<file path="config.mk">
export PLATFORM = sky130hd
export DESIGN_NAME = instr_aligner
export DESIGN_NICKNAME = d
export VERILOG_FILES = /design/src/rtl/instr_aligner.sv
export SDC_FILE = /design/constraint.sdc
export NUM_CORES = 1
export LEC_CHECK = 0
export ABC_AREA = 0
export BUFFER_PORTS_ARGS = -buffer_cell sky130_fd_sc_hd__buf_2
export CAP_MARGIN = 5
export CORE_ASPECT_RATIO = 1.1
export CORE_MARGIN = 10
export CORE_UTILIZATION = 50
export DETAILED_ROUTE_END_ITERATION = 8
export HOLD_SLACK_MARGIN = 0.06
export PLACE_DENSITY = 0.8
export SETUP_SLACK_MARGIN = 0.4
export SLEW_MARGIN = 20
export SYNTH_ARGS = -nofsm -noshare
export SYNTH_HDL_FRONTEND = slang
export SYNTH_SLANG_ARGS = --single-unit
</file>
<file path="constraint.sdc">
create_clock -name s_clk_i -period 3.77 [get_ports s_clk_i]
set_clock_uncertainty 0.2 [all_clocks]
set_input_delay 0.754 -clock s_clk_i [delete_from_list [all_inputs] [get_ports s_clk_i]]
set_output_delay 0.754 -clock s_clk_i [all_outputs]
set_load 0.02 [all_outputs]
</file>
<file path="src/rtl/instr_aligner.sv">
// Fetch-to-decode alignment stage: turns 32-bit fetch words into one RVI or RVC
// instruction per cycle, reassembling 32-bit instructions split across two words.
`timescale 1ns/1ps

module instr_aligner (
    input  logic        s_clk_i,
    input  logic        s_resetn_i,
    input  logic        s_flush_i,
    input  logic        s_fetch_valid_i,
    output logic        s_fetch_ready_o,
    input  logic [31:0] s_fetch_data_i,
    input  logic [2:0]  s_fetch_error_i,
    input  logic        s_fetch_pred_i,
    input  logic        s_fetch_hw_i,
    output logic        s_valid_o,
    input  logic        s_ready_i,
    output logic [31:0] s_instr_o,
    output logic [2:0]  s_fetch_error_o,
    output logic        s_align_error_o,
    output logic        s_prediction_o
);

    localparam logic [2:0] FETCH_VALID = 3'b000;

    typedef enum logic [2:0] {
        SEL_NONE,
        SEL_L_RVC,
        SEL_SPLIT,
        SEL_WAIT,
        SEL_W_ERR,
        SEL_W_UPPER,
        SEL_W_LOWER
    } sel_t;

    // Word register W
    logic [31:0] w_data;
    logic [2:0]  w_err;
    logic        w_pred;
    logic        w_hw;
    logic        w_valid;

    // Leftover halfword L
    logic [15:0] l_hw;
    logic [2:0]  l_err;
    logic        l_valid;

    sel_t        sel;
    logic        out_valid;
    logic [31:0] out_instr;
    logic [2:0]  out_err;
    logic        out_align;
    logic        out_pred;
    logic        w_take;
    logic        w_half;
    logic        l_clear;
    logic        l_load;
    logic [15:0] l_load_hw;
    logic [2:0]  l_load_err;
    logic        move;
    logic        advance;
    logic        load;

    function automatic logic is_rvc(input logic [15:0] h);
        return h[1:0] != 2'b11;
    endfunction

    // Everything below depends only on registered state (plus the decoder's
    // ready for the commit decision), so fetch inputs never reach the outputs.
    // A predicted word never parks its halfword1 in L: W is kept with hw set
    // so the instruction starting there can still carry the prediction.
    always_comb begin
        sel        = SEL_NONE;
        out_valid  = 1'b0;
        out_instr  = 32'h0;
        out_err    = FETCH_VALID;
        out_align  = 1'b0;
        out_pred   = 1'b0;
        w_take     = 1'b0;
        w_half     = 1'b0;
        l_clear    = 1'b0;
        l_load     = 1'b0;
        l_load_hw  = w_data[31:16];
        l_load_err = w_err;
        move       = 1'b0;

        if (l_valid && is_rvc(l_hw)) begin
            sel       = SEL_L_RVC;
            out_valid = 1'b1;
            out_instr = {16'h0, l_hw};
            out_err   = l_err;
            l_clear   = 1'b1;
        end else if (l_valid && w_valid) begin
            sel       = SEL_SPLIT;
            out_valid = 1'b1;
            out_instr = {w_data[15:0], l_hw};
            out_err   = (l_err != FETCH_VALID) ? l_err : w_err;
            l_clear   = 1'b1;
            if (w_pred) begin
                w_half = 1'b1;
            end else begin
                w_take = 1'b1;
                l_load = 1'b1;
            end
        end else if (l_valid) begin
            sel = SEL_WAIT;
        end else if (w_valid && w_err != FETCH_VALID) begin
            sel       = SEL_W_ERR;
            out_valid = 1'b1;
            out_instr = w_data;
            out_err   = w_err;
            out_pred  = w_pred;
            w_take    = 1'b1;
        end else if (w_valid && w_hw) begin
            sel = SEL_W_UPPER;
            if (is_rvc(w_data[31:16])) begin
                out_valid = 1'b1;
                out_instr = {16'h0, w_data[31:16]};
                out_err   = w_err;
                out_pred  = w_pred;
                w_take    = 1'b1;
            end else if (w_pred) begin
                out_valid = 1'b1;
                out_instr = {16'h0, w_data[31:16]};
                out_err   = w_err;
                out_align = 1'b1;
                out_pred  = 1'b1;
                w_take    = 1'b1;
            end else begin
                move   = 1'b1;
                w_take = 1'b1;
                l_load = 1'b1;
            end
        end else if (w_valid) begin
            sel       = SEL_W_LOWER;
            out_valid = 1'b1;
            out_err   = w_err;
            if (is_rvc(w_data[15:0])) begin
                out_instr = {16'h0, w_data[15:0]};
                if (w_pred) begin
                    w_half = 1'b1;
                end else begin
                    w_take = 1'b1;
                    l_load = 1'b1;
                end
            end else begin
                out_instr = w_data;
                out_pred  = w_pred;
                w_take    = 1'b1;
            end
        end
    end

    assign advance         = (out_valid & s_ready_i) | move;
    assign s_fetch_ready_o = ~w_valid | (advance & w_take);
    assign load            = s_fetch_valid_i & s_fetch_ready_o & ~s_flush_i;

    assign s_valid_o       = out_valid & ~s_flush_i;
    assign s_instr_o       = out_instr;
    assign s_fetch_error_o = out_err;
    assign s_align_error_o = out_align;
    assign s_prediction_o  = out_pred;

    always_ff @(posedge s_clk_i) begin
        if (!s_resetn_i) begin
            w_valid <= 1'b0;
            l_valid <= 1'b0;
        end else if (s_flush_i) begin
            w_valid <= 1'b0;
            l_valid <= 1'b0;
        end else begin
            if (advance) begin
                if (l_clear) l_valid <= 1'b0;
                if (l_load) begin
                    l_valid <= 1'b1;
                    l_hw    <= l_load_hw;
                    l_err   <= l_load_err;
                end
                if (w_half) w_hw <= 1'b1;
                if (w_take) w_valid <= 1'b0;
            end
            if (load) begin
                w_valid <= 1'b1;
                w_data  <= s_fetch_data_i;
                w_err   <= s_fetch_error_i;
                w_pred  <= s_fetch_pred_i;
                w_hw    <= s_fetch_hw_i;
                // A halfword-aligned target is a redirect: stale leftover goes.
                if (s_fetch_hw_i) l_valid <= 1'b0;
            end
        end
    end

endmodule

</file>
### Word-level counts from Yosys, hierarchy flattened

Cells that the tools add are included.

* logic and storage cells: 116
* bits of input ports: 42
* output and inout port bits: 39
* register bits after elaboration: 58

* bitwise operators: 10
* equality and inequality tests: 3
* mux-type cells: 81
* reductions and logical operators: 14

Operators with widths (number)
* 32-bit two-way mux: 7
* 1-bit two-way mux: 63
* 16-bit two-way mux: 2
* 3-bit two-way mux: 9
* 4-bit AND reduction: 2
* 2-bit != test, second input constant: 3
* 2-bit nonzero test: 3
* 3-bit nonzero test: 2
* 1-bit bitwise AND: 5
* 1-bit logical AND: 4
* 1-bit NOT: 3
* 3-bit AND reduction: 1
* 1-bit bitwise OR: 2
* 2-bit AND reduction: 1
* 2-bit OR reduction: 1

### Logic depth before layout (Yosys ltp)

* depth after elaboration: 15
* depth in mapped cells: 6
* depth with buffers taken out: 4

### Worst setup path before layout

OpenSTA, ideal clock, no wires.

* path kind: register -> register
* start point: register w_err[1] (netlist: l_load_err[1])
* end point: register w_err[0] (netlist: l_load_err[0]), enable pin
* path slack: 0.282 ns
* arrival: 2.859 ns
* path buffers: 0
* clock period less this slack: 3.488 ns
* cell stages (with the launch flop): 5
* setup time: 0.429 ns
* data required time: 3.141 ns
* cells stage by stage: edfxtp_1 > or4b_4 > o21ai_0 > a31oi_1 > nor2_1

* cells in the longest elaborated chain, start to end: 13
* elaborated cells between the ends (all ways): 21
* those cells by class: mux: 12; bitwise: 6; reduce/logical: 3

Ends and longest elaborated chain
* start, declared: line 37 `logic [2:0] w_err;`
* start signal, assigned: line 184 `w_err <= s_fetch_error_i;`
* 3-bit nonzero test (*): line 106 `end else if (w_valid && w_err != FETCH_VALID) begin`
* 1-bit logical AND (*): line 106
* 1-bit two-way mux: line 106
* 1-bit two-way mux: line 104 `end else if (l_valid) begin`
* 1-bit two-way mux: line 92 `end else if (l_valid && w_valid) begin`
* 1-bit two-way mux: line 86 `if (l_valid && is_rvc(l_hw)) begin`
* 1-bit bitwise AND: line 153 `assign advance = (out_valid & s_ready_i) | move;`
* 1-bit bitwise OR: line 153
* 1-bit bitwise AND (*): line 154 `assign s_fetch_ready_o = ~w_valid | (advance & w_take);`
* 1-bit bitwise OR (*): line 154
* 1-bit bitwise AND (*) (2 in a row): line 155 `assign load = s_fetch_valid_i & s_fetch_ready_o & ~s_flush_i;`
* 3-bit AND reduction (no source line) (*)

Mark *: on every way between the ends. The rest lies on a longest branch, timed or not.
A chain may end at the register's enable or synchronous reset.

### Worst setup path after layout

* start point: register w_err[1] (netlist: l_load_err[1])
* end point: output port s_instr_o[8]

* cells in the longest elaborated chain, start to end: 6

Ends and longest elaborated chain
* 3-bit nonzero test: line 106
* 1-bit logical AND: line 106
* 32-bit two-way mux: line 106
* 32-bit two-way mux: line 104
* 32-bit two-way mux: line 92
* 32-bit two-way mux: line 86
* end, declared: line 17 `output logic [31:0] s_instr_o,`

No other way between the ends.

==> results.yml <==
timing:
  rsz0062_at_grt: "false"
  finalHoldViolCount: 0
  worstMarginPinSlew_ps: 704
  fin_crit_ps: 3260
  fin_crit_sh: 0.865
  finalSetupViolCount: 0
  finalMaxSlewViolations: 0
  maxClockFrequency_mhz: 307
  finalSetupTns_ps: 0
  relSlewSlack: 0.531
  whs_ps: 284
clock_tree:
  path_clk_slew_ps: 60
  clock_latency_ps: 320
  clock_path_buffers: 2
  cts_buffers: 9
  hold_buffers: 0
  cts.sinks: 58
  ctsHtreeMaxLevel: 3
  cts_root_buf: "clkbuf_8"
  cts_tree: "done"
setup_path:
  cp-start-kind: "flip-flop"
  crit_start: "l_load_err[1]"
  worst-r2r-setup-slack_ps: 960
  cp_max_fo: 12
  crit_end: "s_instr_o[8]"
  reg2regPathDepth: 5
  reg2reg_to: "w_data[1]"
  critical_path.reg2reg.startpoint: "l_load_err[1]"
  endpoint_kind: "output pin"
  worst_ep_required_time_ps: 2820
  worstPathArrival_ps: 2310
  path_class: "reg2out"
die:
  core-area_sq_mm: 0.00493
  dieWidth_um: 87.7
  row_count: 27
  die_area_sq_mm: 0.00828
  top_level_ports: 81
  start_util: 0.511
  die_h_um: 94.5
logic_synthesis:
  ys_seq_area_frac: 0.683
  synth_commonest_cells: "edfxtp_1, nand2_1, o21ai_0"
  synth_ff_type: "edfxtp_1"
  async_flop_share: 0
  ys_top_cells_by_area: "edfxtp_1, a22o_1, a22oi_1"
  synth_edf_count: 56
  ys_ff_latch: 58
  synthCells: 185
  avgSynthCellArea_sq_um: 13.6
  yosys_warnings: 0
  synth_cell_types: 34
  synth_fp_nets: 227
  yosysTopAreaCell: "edfxtp_1"
  syn_area_sq_mm: 0.00252
  yosysMostFrequentCell: "edfxtp_1"
  synth_top_cell_area_share: 0.667
drt:
  routed_wl_um: 6330
  drtIter0Drc: 130
  viasPerCell: 5.68
  vias: 1910
  drc: 0
  drt_pass1_iterations: 4
  wl_per_cell_um: 18.8
  ant_nets: 0
final_layout:
  drive_gt1_frac: 0.381
  area_growth_syn_to_layout_pct: 27.2
  diodes: 0
  layout.nets: 315
global_routing:
  grt_pass1_vias: 2069
  grt_pass1_wl_um: 10200
  antenna_found_initial: 0
  gr-total-overflow: 0
  grt_use_total: 0.157
  grt_max_degree: 26
pwr:
  power.density_mw_per_mm2: 415
  cellLeakagePower_nw: 1.24
  ir_drop_v: 0.000310
run:
  drv_cap: 0
place:
  gp_congestion: 0.922
  hpwl_um: 4640
  portBuffers: 80
outcome:
  status: "completed"
worst_hold_path:
  hp-class: "reg2reg"
-- routing by layer --
layer  up-vias  share of wire  track usage
li1        911              -            -
met1       913           0.37        0.170
met2        78           0.54        0.263
met3         8          0.075       0.0551
met4         0          0.017       0.0811
met5         -              0            0
-- where the power goes --
| part | total, mW | leakage, nW | internal [mW] | switching (mW) |
|---|---|---|---|---|
| clock | 0.518 | 0.0894 | 0.300 | 0.217 |
| sequential | 0.730 | 0.528 | 0.720 | 0.0100 |
| combinational | 0.0817 | 0.623 | 0.0348 | 0.0470 |
| total | 1.33 | 1.24 | 1.06 | 0.274 |
-- cells in the final DEF (no fill, tap or decap), types with 2 or more instances in the layout --
cell type and instances:
o21a_1 2, clkbuf_8 9, edfxtp_1 56, nand3b_1 2, nand2_1 23, o21ai_0 20
buf_2 80, clkbuf_1 3, a21oi_1 4, inv_1 4, nor2b_1 3, nor2_1 2
a22oi_1 16, clkinv_1 2, o31ai_1 2, a22o_1 19, buf_4 5
-- sequential cells by signal, summed over array words and instances (netlist names) --
name	cells
w_data	32
l_hw	16
l_err	3
l_load_err	3
l_valid	1
w_hw	1
w_pred	1
w_valid	1
-- how the worst min path moves through the flow --
stage	startpoint	end	slack, ps	cells after the start
floorplan	w_data[26]	l_hw[10]	250	0
global placement	w_data[21]	l_hw[5]	260	0
detailed placement	w_data[18]	l_hw[2]	270	0
CTS	w_data[18]	l_hw[2]	290	0
global route	w_data[23]	l_hw[7]	300	0
finish	w_data[18]	l_hw[2]	280	0
-- kinds of logic after synthesis --
group | after synthesis | synth area share
and+or+nand+nor | 42 | 0.0864
buffers and inverters | 13 | 0.0199
DFF | 58 | 0.683
AOI/OAI and AO/OA | 72 | 0.211
-- timing repair --
action,4_1_cts,5_1_grt
buffers inserted,0,1
endpoints found under the hold margin,0,0
gates resized for setup,2,2
pin swaps,0,1
cloned,0,0
endpoints found under the setup margin,16,29
-- layout make-up --
cell class	instances	area [sq um]
Clock buffer	12	135
Clock inverter	4	42.5
Fill cell	370	1730
Inverter	4	15.0
Multi-Input combinational cell	114	767
Sequential cell	58	1720
Tap cell	58	72.6
Timing Repair Buffer	86	449
-- worst max-delay path, cell delays in order, from the launching register on --
cell and delay, ps:
edfxtp_1 440, or4b_4 610, nor3b_4 240, buf_6 180
a22oi_1 80, o21ai_0 220, buf_2 220
-- through the flow --
step | instance area (sq um) | cells | utilization | power (mW) | setup WS, ps
2_1_floorplan | 2520 | 185 | - | 0.782 | 719
6_report | 3200 | 336 | 0.650 | 1.33 | 509
3_3_place_gp | 3000 | 319 | 0.609 | 0.822 | 713
3_5_place_dp | 3000 | 319 | 0.609 | 0.825 | 704
4_1_cts | 3190 | 335 | 0.646 | 1.34 | 403
5_1_grt | 3200 | 336 | 0.650 | 1.38 | 401
No activity file was read; power rests on OpenSTA's default activity.
